<file path="src/rtl/riscv_pkg.sv">
// Shared definitions for the fetch stage and its next-PC logic.
//   NPC_*     : npc_op encodings driven by decode/execute
//   BR_*      : branch_sel encodings for conditional branches
//   INST_NOP  : instruction presented when nothing real is held (addi x0,x0,0)
//   fetch_state_t : fetch FSM state encoding
package riscv_pkg;

  localparam logic [1:0] NPC_SEQ  = 2'b00;
  localparam logic [1:0] NPC_JALR = 2'b01;
  localparam logic [1:0] NPC_BR   = 2'b10;
  localparam logic [1:0] NPC_JAL  = 2'b11;

  localparam logic [1:0] BR_EQ = 2'b00;
  localparam logic [1:0] BR_NE = 2'b01;
  localparam logic [1:0] BR_LT = 2'b10;
  localparam logic [1:0] BR_GE = 2'b11;

  localparam logic [31:0] INST_NOP = 32'h0000_0013;

  typedef enum logic [1:0] {
    ST_BOOT  = 2'd0,
    ST_WAIT  = 2'd1,
    ST_HOLD  = 2'd2,
    ST_FAULT = 2'd3
  } fetch_state_t;

endpackage

</file>
<file path="src/rtl/npc_calc.sv">
// Combinational next-PC selection for the fetch stage.
// Ports:
//   i_pc, i_imm, i_alu_result : current PC, immediate, jalr target (rs1+imm)
//   i_npc_op, i_branch_sel    : resolved control from decode/execute
//   i_alu_zero, i_alu_lt      : ALU flags for branch resolution
//   o_npc                     : selected next PC
//   o_pc4                     : i_pc + 4 (also the link value)
//   o_misaligned              : o_npc is not word aligned
module npc_calc
  import riscv_pkg::*;
(
  input  logic [31:0] i_pc,
  input  logic [1:0]  i_npc_op,
  input  logic [1:0]  i_branch_sel,
  input  logic        i_alu_zero,
  input  logic        i_alu_lt,
  input  logic [31:0] i_imm,
  input  logic [31:0] i_alu_result,
  output logic [31:0] o_npc,
  output logic [31:0] o_pc4,
  output logic        o_misaligned
);

  logic [31:0] w_pc_imm;
  logic        w_taken;

  assign o_pc4    = i_pc + 32'd4;
  assign w_pc_imm = i_pc + i_imm;

  always_comb begin
    w_taken = 1'b0;
    case (i_branch_sel)
      BR_EQ:   w_taken = i_alu_zero;
      BR_NE:   w_taken = ~i_alu_zero;
      BR_LT:   w_taken = i_alu_lt;
      BR_GE:   w_taken = ~i_alu_lt;
      default: w_taken = 1'b0;
    endcase
  end

  always_comb begin
    o_npc = o_pc4;
    case (i_npc_op)
      NPC_SEQ:  o_npc = o_pc4;
      // jalr clears bit 0 only; bit 1 survives so a half-aligned target faults
      NPC_JALR: o_npc = i_alu_result & ~32'd1;
      NPC_BR:   o_npc = w_taken ? w_pc_imm : o_pc4;
      NPC_JAL:  o_npc = w_pc_imm;
      default:  o_npc = o_pc4;
    endcase
  end

  assign o_misaligned = |o_npc[1:0];

endmodule

</file>
<file path="src/rtl/fetch_unit.sv">
// Instruction fetch stage: holds the PC, fetches one word at a time over a
// req/valid handshake, presents it to decode and steps the PC on acceptance.
// Optional fetch watchdog: define IF_TIMEOUT_EN (adds parameter TIMEOUT).
// Ports:
//   i_clk, i_rst                 : clock, async active-high reset
//   o_imem_req/o_imem_addr       : fetch request, address (= pc)
//   i_imem_rdata/i_imem_valid    : fetch response
//   o_inst_valid/o_inst/o_pc/o_pc4 : instruction presented to decode
//   i_inst_ready + npc inputs    : acceptance and resolved next-PC control
//   o_instret                    : accepted-instruction count
//   o_fault/o_fault_pc           : sticky fault and offending address
//
// state    | meaning
// ---------+--------------------------------------------------------
// ST_BOOT  | one idle cycle after reset, responses ignored
// ST_WAIT  | request outstanding at pc, waiting for imem_valid
// ST_HOLD  | instruction held for decode until inst_ready
// ST_FAULT | misaligned target or watchdog expiry, terminal until reset
module fetch_unit
  import riscv_pkg::*;
#(
  parameter logic [31:0] RESET_PC = 32'h0000_0000
`ifdef IF_TIMEOUT_EN
  , parameter int unsigned TIMEOUT = 16
`endif
) (
  input  logic        i_clk,
  input  logic        i_rst,
  output logic        o_imem_req,
  output logic [31:0] o_imem_addr,
  input  logic [31:0] i_imem_rdata,
  input  logic        i_imem_valid,
  output logic        o_inst_valid,
  output logic [31:0] o_inst,
  output logic [31:0] o_pc,
  output logic [31:0] o_pc4,
  input  logic        i_inst_ready,
  input  logic [1:0]  i_npc_op,
  input  logic [1:0]  i_branch_sel,
  input  logic        i_alu_zero,
  input  logic        i_alu_lt,
  input  logic [31:0] i_imm,
  input  logic [31:0] i_alu_result,
  output logic [31:0] o_instret,
  output logic        o_fault,
  output logic [31:0] o_fault_pc
);

  fetch_state_t r_state, w_next_state;
  logic [31:0]  r_pc, r_inst, r_instret, r_fault_pc;
  logic         r_fault;
  logic [31:0]  w_npc;
  logic         w_misaligned;
  logic         w_fetch_done, w_accept, w_timeout, w_timeout_hit;

  npc_calc u_npc_calc (
    .i_pc         (r_pc),
    .i_npc_op     (i_npc_op),
    .i_branch_sel (i_branch_sel),
    .i_alu_zero   (i_alu_zero),
    .i_alu_lt     (i_alu_lt),
    .i_imm        (i_imm),
    .i_alu_result (i_alu_result),
    .o_npc        (w_npc),
    .o_pc4        (o_pc4),
    .o_misaligned (w_misaligned)
  );

`ifdef IF_TIMEOUT_EN
  logic [15:0] r_wait_cnt;

  // Held at zero outside WAIT, so every WAIT entry starts a fresh count.
  always_ff @(posedge i_clk or posedge i_rst) begin
    if (i_rst)                       r_wait_cnt <= 16'd0;
    else if (r_state != ST_WAIT)     r_wait_cnt <= 16'd0;
    else if (!i_imem_valid)          r_wait_cnt <= r_wait_cnt + 16'd1;
  end

  // Fires at the end of the TIMEOUT-th WAIT cycle; valid in that cycle wins.
  assign w_timeout_hit = (r_wait_cnt == 16'(TIMEOUT - 1));
`else
  assign w_timeout_hit = 1'b0;
`endif

  always_ff @(posedge i_clk or posedge i_rst) begin
    if (i_rst) r_state <= ST_BOOT;
    else       r_state <= w_next_state;
  end

  always_comb begin
    w_next_state = r_state;
    w_fetch_done = 1'b0;
    w_accept     = 1'b0;
    w_timeout    = 1'b0;
    case (r_state)
      ST_BOOT: w_next_state = ST_WAIT;
      ST_WAIT: begin
        if (i_imem_valid) begin
          w_fetch_done = 1'b1;
          w_next_state = ST_HOLD;
        end else if (w_timeout_hit) begin
          w_timeout    = 1'b1;
          w_next_state = ST_FAULT;
        end
      end
      ST_HOLD: begin
        if (i_inst_ready) begin
          w_accept     = 1'b1;
          w_next_state = w_misaligned ? ST_FAULT : ST_WAIT;
        end
      end
      ST_FAULT: w_next_state = ST_FAULT;
      default:  w_next_state = ST_BOOT;
    endcase
  end

  always_ff @(posedge i_clk or posedge i_rst) begin
    if (i_rst) begin
      r_pc       <= RESET_PC;
      r_inst     <= INST_NOP;
      r_instret  <= 32'd0;
      r_fault    <= 1'b0;
      r_fault_pc <= 32'd0;
    end else begin
      if (w_fetch_done) r_inst <= i_imem_rdata;
      if (w_accept) begin
        r_instret <= r_instret + 32'd1;
        if (w_misaligned) begin
          r_fault    <= 1'b1;
          r_fault_pc <= w_npc;
          r_inst     <= INST_NOP;
        end else begin
          r_pc <= w_npc;
        end
      end
      if (w_timeout) begin
        r_fault    <= 1'b1;
        r_fault_pc <= r_pc;
        r_inst     <= INST_NOP;
      end
    end
  end

  assign o_imem_req   = (r_state == ST_WAIT);
  assign o_imem_addr  = r_pc;
  assign o_inst_valid = (r_state == ST_HOLD);
  assign o_inst       = r_inst;
  assign o_pc         = r_pc;
  assign o_instret    = r_instret;
  assign o_fault      = r_fault;
  assign o_fault_pc   = r_fault_pc;

endmodule

</file>
<file path="config.mk">
export PLATFORM = sky130hd
export DESIGN_NAME = fetch_unit
export DESIGN_NICKNAME = d
export VERILOG_FILES = /design/src/rtl/riscv_pkg.sv /design/src/rtl/npc_calc.sv /design/src/rtl/fetch_unit.sv
export SDC_FILE = /design/constraint.sdc
export NUM_CORES = 1
export LEC_CHECK = 0
export CAP_MARGIN = 15
export CORE_ASPECT_RATIO = 0.6
export CORE_MARGIN = 10
export CORE_UTILIZATION = 25
export CTS_CLUSTER_SIZE = 12
export DETAILED_ROUTE_END_ITERATION = 10
export RECOVER_POWER = 25
export SYNTH_ARGS = -nofsm -noshare
export SYNTH_HDL_FRONTEND = slang
export SYNTH_HIERARCHICAL = 1
export SYNTH_SLANG_ARGS = --single-unit
</file>
<file path="constraint.sdc">
create_clock -name i_clk -period 6.3 [get_ports i_clk]
set_input_delay 1.575 -clock i_clk [delete_from_list [all_inputs] [get_ports i_clk]]
set_output_delay 1.575 -clock i_clk [all_outputs]
set_load 0.02 [all_outputs]
</file>
# Word level (Yosys, flattened, before mapping)
# Index checks and enable logic that the tools add are counted.
# word_totals
output_inout_bits	195
ram_bits	0
reg_bits	131
latchBits	0
mem_count	0
mem_bits_ro	0
# op_classes
multipliers	0
n_bitwise	3
n_eq_ne	11
n_addsub	3
magnitude_cmp	0
n_shift	0
n_mux	14
n_reduce_logical	7
div	0
# op_table
operator	n
2-to-1 mux 32 bit	4
one-hot mux 32 bit (4 select lines)	1
adder 32 x 1 -> 32 bit, second input constant	1
adder 32 x 3 -> 32 bit, second input constant	1
adder 32 bit	1
equality test 2 bit, second input constant	6
one-hot mux 2 bit (4 select lines)	1
equality test 2 x 1 -> 1 bit, second input constant	3
zero test 2 bit	3
2-to-1 mux 2 bit	3
AND reduction 2 bit	3
2-to-1 mux 1 bit	4
inequality test 2 x 1 -> 1 bit, second input constant	2
one-hot mux 1 bit (4 select lines)	1
inverter 1 bit	3
OR reduction 2 bit	1

# Longest topological paths before layout
# Gate-level depths: netlist of the first run.
# logic_depth
ltp_word	8
depth_mapped	11
mapped_depth_nobuf	11

# Cells and area by module
# The synthesis of the first run kept the hierarchy.
# modules_own_cells
module	area_per_inst_um2	seq_area_each_um2	instances	cells_each
fetch_unit	5632.9	3281.9	1	452
npc_calc	3091.7	0.0	1	465

# Least setup slack after synthesis of the first run
# OpenSTA, ideal clock, no wires.
# synth_timing
kind	input-to-reg
start	input i_imm[0]
end	register r_fault_pc[24], in the netlist o_fault_pc[24]
path_slack_ps	2590
setup_ps	125
cell_stages	11
t_arrival_ps	3585
cell_sequence	ha_1 > inv_1 > fa_1 > nor2b_1 > o2111ai_1 > nand3b_1 > a41oi_4 > nor3_1 > mux2i_1 > nand2_1 > mux2_4
# synth_rtl
item	line_no	text
from (decl)	fetch_unit.sv:42	input logic [31:0] i_imm,
adder 32 bit (*)	npc_calc.sv:28	assign w_pc_imm = i_pc + i_imm;
2-to-1 mux 32 bit	npc_calc.sv:47	NPC_BR: o_npc = w_taken ? w_pc_imm : o_pc4;
one-hot mux 32 bit (4 select lines) (*)	npc_calc.sv:43	case (i_npc_op)
named net w_npc[24]	fetch_unit.sv:52	logic [31:0] w_npc;
to (signal assigned)	fetch_unit.sv:130	r_fault_pc <= w_npc;
to (signal assigned)	fetch_unit.sv:138	r_fault_pc <= r_pc;
to (decl)	fetch_unit.sv:50	logic [31:0] r_pc, r_inst, r_instret, r_fault_pc;
# Mark *: on every way through the listed nets, which the timed path passes. The rest lies on a longest branch.
# A chain may end at the register's enable or synchronous reset.

# Worst setup path after layout of the first run
# layout_timing
start	register r_pc[4], in the netlist o_imem_addr[4]
end	output o_pc4[17]
# layout_between
elab_chain_len	1
# layout_lines
item	line_no	text
from (decl)	fetch_unit.sv:50	
from (signal assigned)	fetch_unit.sv:133	r_pc <= w_npc;
adder 32 x 3 -> 32 bit	npc_calc.sv:27	assign o_pc4 = i_pc + 32'd4;
to (decl)	fetch_unit.sv:36	output logic [31:0] o_pc4,
# Every way passes these cells.

==> results.cfg, run 1 <==
[status]
outcome = completed

[detailed_routing]
vias = 8058
routed_wl_mm = 35.80
routed_via_density = 4.896
post-route-drc-count = 0
postRouteAntennaNets = 0
wire_per_inst_um = 21.75
first_pass_iters = 6
drtIter0Drc = 679

[placement]
portBuffers = 299
dp_hpwl_mm = 27.99
gp_congestion = 0.9257

[logic_synthesis]
ys_seq_area_share_pct = 37.62
yosys_warnings = 6
yosysTopAreaCellShare_pct = 36.71
synth_nets = 1057
synth_area_leaders = dfrtp_1 37%, xnor2_1 6.5%, nand2_1 5.2%
async_flop_share_pct = 100.0
synth_top_family_by_area = simple AND/OR/NAND/NOR gates
avgSynthCellArea_um2 = 9.514
muxShareOfSynthArea_pct = 10.77
synth-compound-area-share_pct = 13.98
synth_seq_cells = 131
synthAdderAreaFrac_pct = 4.962
ys_types = 77
synth-xor-area-share_pct = 8.433
synth_top_area_cell = dfrtp_1
synth_edf_count = 0
synth-main-ff-cell = dfrtp_1
synthSimpleGateAreaFrac_pct = 17.61
syn_inst = 917
netlist_area_um2 = 8725

[sta]
setup_tns_ps = 0
relSlewSlack_pct = 31.00
grt_setup_unrepaired = false
setup_viol = 0
fmax_mhz = 202.7
holdWs_ps = 464.6
fin_crit_sh_pct = 78.30
slew_violations = 0
tightestPinTransition_ps = 1027
layout_min_cycle_time_ps = 4933
finClkSkew_ps = 12.15
hold_viol = 0

[floorplanning]
dieWidth_um = 261.2
core_area_um2 = 34090
boundaryPins = 301
start_util_pct = 25.59
die-area_um2 = 43020
row_count = 52
die_h_um = 164.7

[cts]
cts_buffers = 17
root_buffer = clkbuf_16
clk_latency_ps = 440
cts_sinks = 131
ctsHoldBuffers = 0
htreeDepth = 4
cts_buffer_depth = 2
post_cts_buffers = 0
post_cts_resized = 0
cts_tree = done
clk_pin_slew_worst_paths_ps = 70

[critical_path]
r2r_cells = 11
r2r-end = o_fault_pc[22]
r2r_setup_slack_ps = 3110
crit_path_end_kind = output port
arrival_ps = 3360
critPathCapture = o_pc4[17]
crit_path_start = o_imem_addr[4]
cp_cell_sequence = and4_1 -> and3_1 -> nand3_1 -> nor2_1 -> xor2_1 -> clkdlybuf4s50_1
criticalPathCategory = register to output port
cpPeakStageDelay_ps = 690
slowest_stage = clkdlybuf4s50_1
start_kind = register
cp.required_ps = 4720
reg2reg_from = o_imem_addr[0]
critPathMaxFanout = 9

[final_layout]
final_cell_mix = 294 x clkdlybuf4s50_1, 128 x dfrtp_1, 121 x nand2_1
fillerInstances = 3478
register_area_um2 = 3282
area_growth_syn_to_layout_pct = 43.07
drive_gt1_share_pct = 11.04
final_common_cell = clkdlybuf4s50_1
nets = 1314
multiInputGateArea_um2 = 4853
antenna_cells = 0

[global_routing]
antenna_found_initial = 0
grt_pass1_wl_mm = 53.27
grt_overflow = 0
grt_pass1_vias = 8005
grtUsageTotal_pct = 16.36
grt_max_degree = 99

[power_and_ir_drop]
ir_drop_v = 0.0001860
p_leak_uw = 0.005195
p_per_area_nw_per_um2 = 273.8

[min_path]
hold_class = register to register
min_from = o_fault

[job]
maxCapViolCount = 0
-- layout make-up --
cell class              instances  share of cell area [%]
flip-flops and latches        131                   26.29
clock inverters                15                   1.283
clock buffers                  17                   3.408
repair buffers                310                   24.74
inverters                      25                  0.7919
well taps                     459                   4.601
multi-input cells             689                   38.88
-- sequential cells by signal (all words and copies together) (netlist names) --
name / count
r_state: 2
o_fault: 1
o_imem_addr: 32
o_instret: 32
o_inst: 32
o_fault_pc: 32
-- worst max-delay path: cells and delay by family, from the launching register on --
| kind | cells | cell delay, ps |
|---|---|---|
| AND/OR/NAND/NOR | 4 | 1360 |
| flip-flops | 1 | 580 |
| buffers and inverters | 1 | 690 |
| XOR/XNOR | 1 | 310 |
-- metrics by stage --
stage / worst slack (ps) / util, % / cell area (um^2) / power [uW] / cells
2_1_floorplan: 1232 / - / 8725 / 1820 / 917
3_3_place_gp: 1092 / 34.95 / 11920 / 2402 / 1614
3_5_place_dp: 1035 / 34.95 / 11920 / 2412 / 1614
4_1_cts: 1392 / 36.67 / 12500 / 3459 / 1646
5_1_grt: 1263 / 36.61 / 12480 / 3598 / 1646
6_report: 1367 / 36.61 / 12480 / 3418 / 1646
-- synthesized netlist by cell type, drive strengths merged (2+ instances only) --
cell / count
xor2: 19
and3: 8
nand3b: 2
a31oi: 4
o21bai: 6
o21ai: 49
inv: 24
o221ai: 2
xnor2: 65
o21a: 2
nand4b: 3
a221o: 2
a21boi: 2
nor2: 50
ha: 33
a211oi: 7
dfstp: 3
a221oi: 5
and4: 10
mux2i: 11
o22ai: 2
nor3: 11
nor4: 7
nor2b: 5
a22oi: 15
clkbuf: 10
a22o: 3
nand3: 32
dfrtp: 128
o211ai: 6
a21oi: 74
nand2b: 4
and2: 6
nand4: 33
or4: 4
a21o: 8
mux2: 65
buf: 61
nand2: 123
-- worst min-delay path by stage --
| stage | slack [ps] | cells after the start | to |
|---|---|---|---|
| after detailed placement | 450 | 1 | o_fault |
| after CTS | 470 | 1 | o_fault |
| final | 460 | 1 | o_fault |
| after floorplan | 510 | 2 | r_state[1] |
| after global routing | 520 | 1 | o_instret[31] |
| after global placement | 450 | 1 | o_fault |
-- where the power goes --
| group | total (uW) | switching (uW) | internal [uW] | leakage (uW) |
|---|---|---|---|---|
| clock | 1020 | 460 | 563 | 0.000284 |
| sequential | 1100 | 130 | 968 | 0.00176 |
| combinational | 1300 | 700 | 597 | 0.00316 |
| total | 3420 | 1290 | 2130 | 0.00520 |
-- cells by family (layout without fill, tap and decap cells) --
family	count (synthesis)	count (layout)
DFF	131	131
buffers and inverters	97	367
and+or+nand+nor	300	300
xor gates and xnor gates	84	84
AOI/OAI and AO/OA	195	195
adders and majority gates	34	34
muxes	76	76
-- routing by layer --
layer  global-route usage, %  part of all wire (%)  vias up
met5                       0                     0        -
met4                   3.193                   1.1        0
met3                   3.658                   6.2       27
met2                   25.68                    46      280
met1                   22.70                    46     3976
li1                        -                     -     3775
No activity file was read; power rests on OpenSTA's default activity.
==> inputs of run 2 (changes only) <==
Clock period 6.3 ns to 4.1 ns, I/O delays scaled along.
==> run 2 against run 1 <==
  * The run now ends with capacitance limit, slew limit left
  * Die area stayed put
  * Flip-flop and latch count stayed put
  * Register-to-register slack worse by 2100 ps
  * Hold slack lost 1.4 ps
  * Utilization grew 1.1 points
  * First-iteration DRC count fell by 6.9%
  * Critical path type unchanged
==> results.cfg, run 2 (synthesized netlist as in run 1, its figures left out) <==
[status]
outcome = complete, but fails checks
violations = capacitance limit, slew limit

[floorplanning]
die-area_um2 = 43020
dieWidth_um = 261.2
row_count = 52
core_area_um2 = 34090
start_util_pct = 25.59
die_h_um = 164.7
boundaryPins = 301

[sta]
slew_violations = 75
fmax_mhz = 250.9
tightestPinTransition_ps = 2065
hold_viol = 0
setup_viol = 0
setup_tns_ps = 0
setup_slack_ps = 113.8
grt_setup_unrepaired = false
fin_crit_sh_pct = 97.22
layout_min_cycle_time_ps = 3986
relSlewSlack_pct = -37.67
finClkSkew_ps = 12.52

[final_layout]
final_cell_mix = 297 x clkdlybuf4s50_1, 128 x dfrtp_1, 121 x nand2_1
area_growth_syn_to_layout_pct = 47.37
drive_gt1_share_pct = 14.70
final_common_cell = clkdlybuf4s50_1
design_area_um2 = 12860
nets = 1358

[placement]
place_ws_ps = 167.0
gp_congestion = 0.8935
portBuffers = 299
place_area_um2 = 12300
dp_hpwl_mm = 29.20

[detailed_routing]
postRouteAntennaNets = 0
post-route-drc-count = 0
routed_via_density = 4.883
routed_wl_mm = 37.08
first_pass_iters = 5
drtIter0Drc = 632
vias = 8262
wire_per_inst_um = 21.91

[cts]
cts_buffer_depth = 2
root_buffer = clkbuf_16
cts_sinks = 131
post_cts_buffers = 0
clk_pin_slew_worst_paths_ps = 60
cts_tree = done
htreeDepth = 4
clk_latency_ps = 440
cts_buffers = 17

[power_and_ir_drop]
p_leak_uw = 0.005452
p_per_area_nw_per_um2 = 409.4
ir_drop_v = 0.0002650
totalPowerFinal_uw = 5264

[critical_path]
cp.required_ps = 3070
critPathMaxFanout = 6
start_kind = register
criticalPathCategory = register to output port
arrival_ps = 2960
crit_path_end_kind = output port

[min_path]
hold_class = register to register

[global_routing]
grt_pass1_wl_mm = 54.37
grtUsageTotal_pct = 16.76
grt_max_degree = 75
grt_overflow = 0
grt_pass1_vias = 8222
antenna_found_initial = 2

[job]
maxCapViolCount = 1
## run 2: area by class of cell
cell class | instances | area [um^2]
fill | 3489 | 21240
multi-input combinational | 689 | 4892
timing repair buffer | 354 | 3441
sequential | 131 | 3282
tap | 459 | 574.3
clock buffer | 17 | 425.4
clock inverter | 15 | 142.6
inverter | 25 | 95.09
antenna | 2 | 5.005
## run 2: critical path, stage by stage (launching register included)
cell and delay [ps]:
dfrtp_1 460, and4_1 360, and4_1 370, nand3_1 110, buf_4 170, nor2_1 100
buf_4 140, xor2_1 180, clkdlybuf4s50_1 640
## run 2: metrics by stage
step,util (%),std cells,hold WS (ps)
2_1_floorplan,-,917,513.6
3_3_place_gp,36.07,1658,453.6
3_5_place_dp,36.07,1658,452.8
4_1_cts,37.75,1690,467.1
5_1_grt,37.71,1692,493.3
6_report,37.71,1692,463.2
## run 2: metal layers
metal | global-route usage (%) | vias to the layer above | wire [um]
met5 | 0 | - | 0
met4 | 3.088 | 0 | 374
met3 | 5.106 | 24 | 2854
met2 | 25.55 | 286 | 16700
met1 | 23.08 | 4100 | 17150
li1 | - | 3852 | -
## run 2: final timing paths
path | start | to | slack, ps | depth (start not counted)
setup / recovery | o_imem_addr[11] | o_pc4[31] | 110 | 8
hold / removal | o_fault | o_fault | 460 | 1
setup reg to reg | o_imem_addr[12] | o_fault_pc[29] | 1060 | 10
hold reg to reg | o_fault | o_fault | 460 | 1
max in group asynchronous | i_rst | o_imem_addr[27] | 1040 | 3
min in group asynchronous | i_rst | o_instret[13] | 1580 | 3
## run 2: timing repair
action / CTS / global route
setup endpoints to repair: 2 / 4
pin swaps: 0 / 0
hold buffers: 0 / 0
cloned: 0 / 0
gates resized for setup: 1 / 4
## run 2: where the power goes
part / internal (uW) / switching (uW) / leakage (uW) / total, uW
registers: 1490 / 140 / 0.00176 / 1630
clock network: 802 / 704 / 0.000270 / 1510
logic: 975 / 1150 / 0.00343 / 2130
==> inputs of run 3 (changes only) <==
Settings changed: CORE_UTILIZATION 25 to 42, PLACE_DENSITY set to 0.78.
Clock period 4.1 ns to 3.39 ns, I/O delays scaled along.
==> run 3 against run 2 <==
  * The run now ends clean
  * Global-route usage grew 7.6 points
  * Flip-flop and latch count is the same
  * Via count grew 5.6%
  * Critical path depth shrank 2
  * Final cell count shrank 6.4%
  * Total power grew 28%
  * Cell area grew 3.5%
  * Count of clock-buffer cells in the layout grew 2
  * Highest routed layer unchanged
==> results.cfg, run 3 (synthesized netlist as in run 1, its figures left out) <==
[sta]
tightestPinTransition_ps = 1268
fin_crit_sh_pct = 98.29
fmax_mhz = 300.1
setup_viol = 0
grt_setup_unrepaired = false
finClkSkew_ps = 12.15
slew_violations = 0
relSlewSlack_pct = 14.99
setup_tns_ps = 0
hold_viol = 0
layout_min_cycle_time_ps = 3332
setup_slack_ps = 57.95
holdWs_ps = 468.4

[detailed_routing]
routed_via_density = 5.510
postRouteAntennaNets = 0
post-route-drc-count = 0
wire_per_inst_um = 21.60
vias = 8723
drtIter0Drc = 768
routed_wl_mm = 34.19
first_pass_iters = 5

[cts]
cts_buffers = 17
clk_pin_slew_worst_paths_ps = 60
cts_tree = done
root_buffer = clkbuf_16
cts_sinks = 131
clk_latency_ps = 430
htreeDepth = 4
cts_buffer_depth = 2
ctsHoldBuffers = 0

[critical_path]
criticalPathCategory = register to output port
start_kind = register
critPathMaxFanout = 4
cp.required_ps = 2540
crit_path_end_kind = output port
arrival_ps = 2480

[power_and_ir_drop]
power.internal_uw = 4370
ir_drop_v = 0.0003474
swShare_pct = 34.90
power.net_switching_uw = 2343
p_seq_share_pct = 29.3
p_leak_uw = 0.005976
p_comb_share_pct = 40.6
pwr-share-clk_pct = 30.1
p_per_area_nw_per_um2 = 504.7

[floorplanning]
start_util_pct = 43.15
die-area_um2 = 27130
row_count = 40
dieWidth_um = 206.1
die_h_um = 131.6
boundaryPins = 301
core_area_um2 = 20220

[status]
outcome = completed

[final_layout]
final_common_cell = clkdlybuf4s50_1
nets = 1436
fillerInstances = 1665
final_cell_mix = 274 x clkdlybuf4s50_1, 128 x dfrtp_1, 125 x buf_4
finalNonFillerCells = 1583
area_growth_syn_to_layout_pct = 52.46
final_util_pct = 65.79
drive_gt1_share_pct = 20.34

[placement]
dp.cells = 1550
place_ws_ps = -296.6
gp_congestion = 0.9791
portBuffers = 299
dp_hpwl_mm = 27.04

[global_routing]
grt_pass1_vias = 8787
grt_pass1_wl_mm = 51.65
grt_overflow = 0
antenna_found_initial = 2
grt_max_degree = 41
grtUsageTotal_pct = 24.32

[job]
maxCapViolCount = 0

[min_path]
hold_class = register to register
[run 3: repair_timing]
action | 4_1_cts | 5_1_grt
setup buffers | 0 | 0
pin swaps | 0 | 2
gates resized for setup | 22 | 19
gates cloned | 0 | 0
endpoints found under the setup margin | 23 | 21
[run 3: per-stage QoR]
step	power (uW)	cell area, um^2
final	6713	13300
after global routing	7008	13300
after CTS	6736	13280
after detailed placement	4709	12680
after global placement	4657	12680
after floorplan	3382	8728
[run 3: path summary, 6_finish.rpt]
kind / startpoint / end / slack, ps / cells after the start
max reg2reg: o_imem_addr[2] / o_imem_addr[23] / 450 / 11
min reg2reg: o_instret[31] / o_instret[31] / 470 / 1
max: o_imem_addr[4] / o_pc4[17] / 60 / 6
min: o_instret[31] / o_instret[31] / 470 / 1
max in group asynchronous: i_rst / o_inst[27] / 430 / 3
min in group asynchronous: i_rst / o_instret[17] / 1140 / 2
[run 3: worst max-delay path, stage by stage, from the launching register on]
cell and delay [ps]:
dfrtp_1 360, and4_1 270, and3_2 350, nand3_2 190, nor2_1 190, xor2_1 310
dlygate4sd2_1 390
[run 3: power by group through the flow]
stage          Clock, uW  Combinational (uW)  Sequential, uW
2_1_floorplan          0                1090            2290
4_1_cts             2060                2710            1970
3_5_place_dp           0                2720            1990
5_1_grt             2110                2900            2000
3_3_place_gp           0                2680            1970
6_report            2020                2720            1970
[run 3: final cells by class]
| type | count | area [um^2] | share of cell area [%] |
|---|---|---|---|
| Clock inverter | 12 | 177.7 | 1.336 |
| Timing Repair Buffer | 432 | 4029 | 30.29 |
| Clock buffer | 19 | 452.9 | 3.405 |
| Inverter | 25 | 95.09 | 0.7149 |
| Sequential cell | 131 | 3282 | 24.67 |
| Tap cell | 273 | 341.6 | 2.568 |
| Multi-Input combinational cell | 689 | 4918 | 36.98 |
| Antenna cell | 2 | 5.005 | 0.03763 |
[run 3: per-layer routing]
metal | wire (um) | track usage [%] | vias up
li1 | - | - | 4003
met1 | 14820 | 32.67 | 4251
met2 | 15200 | 36.92 | 424
met3 | 3505 | 6.873 | 45
met4 | 665 | 7.388 | 0
met5 | 0 | 0 | -
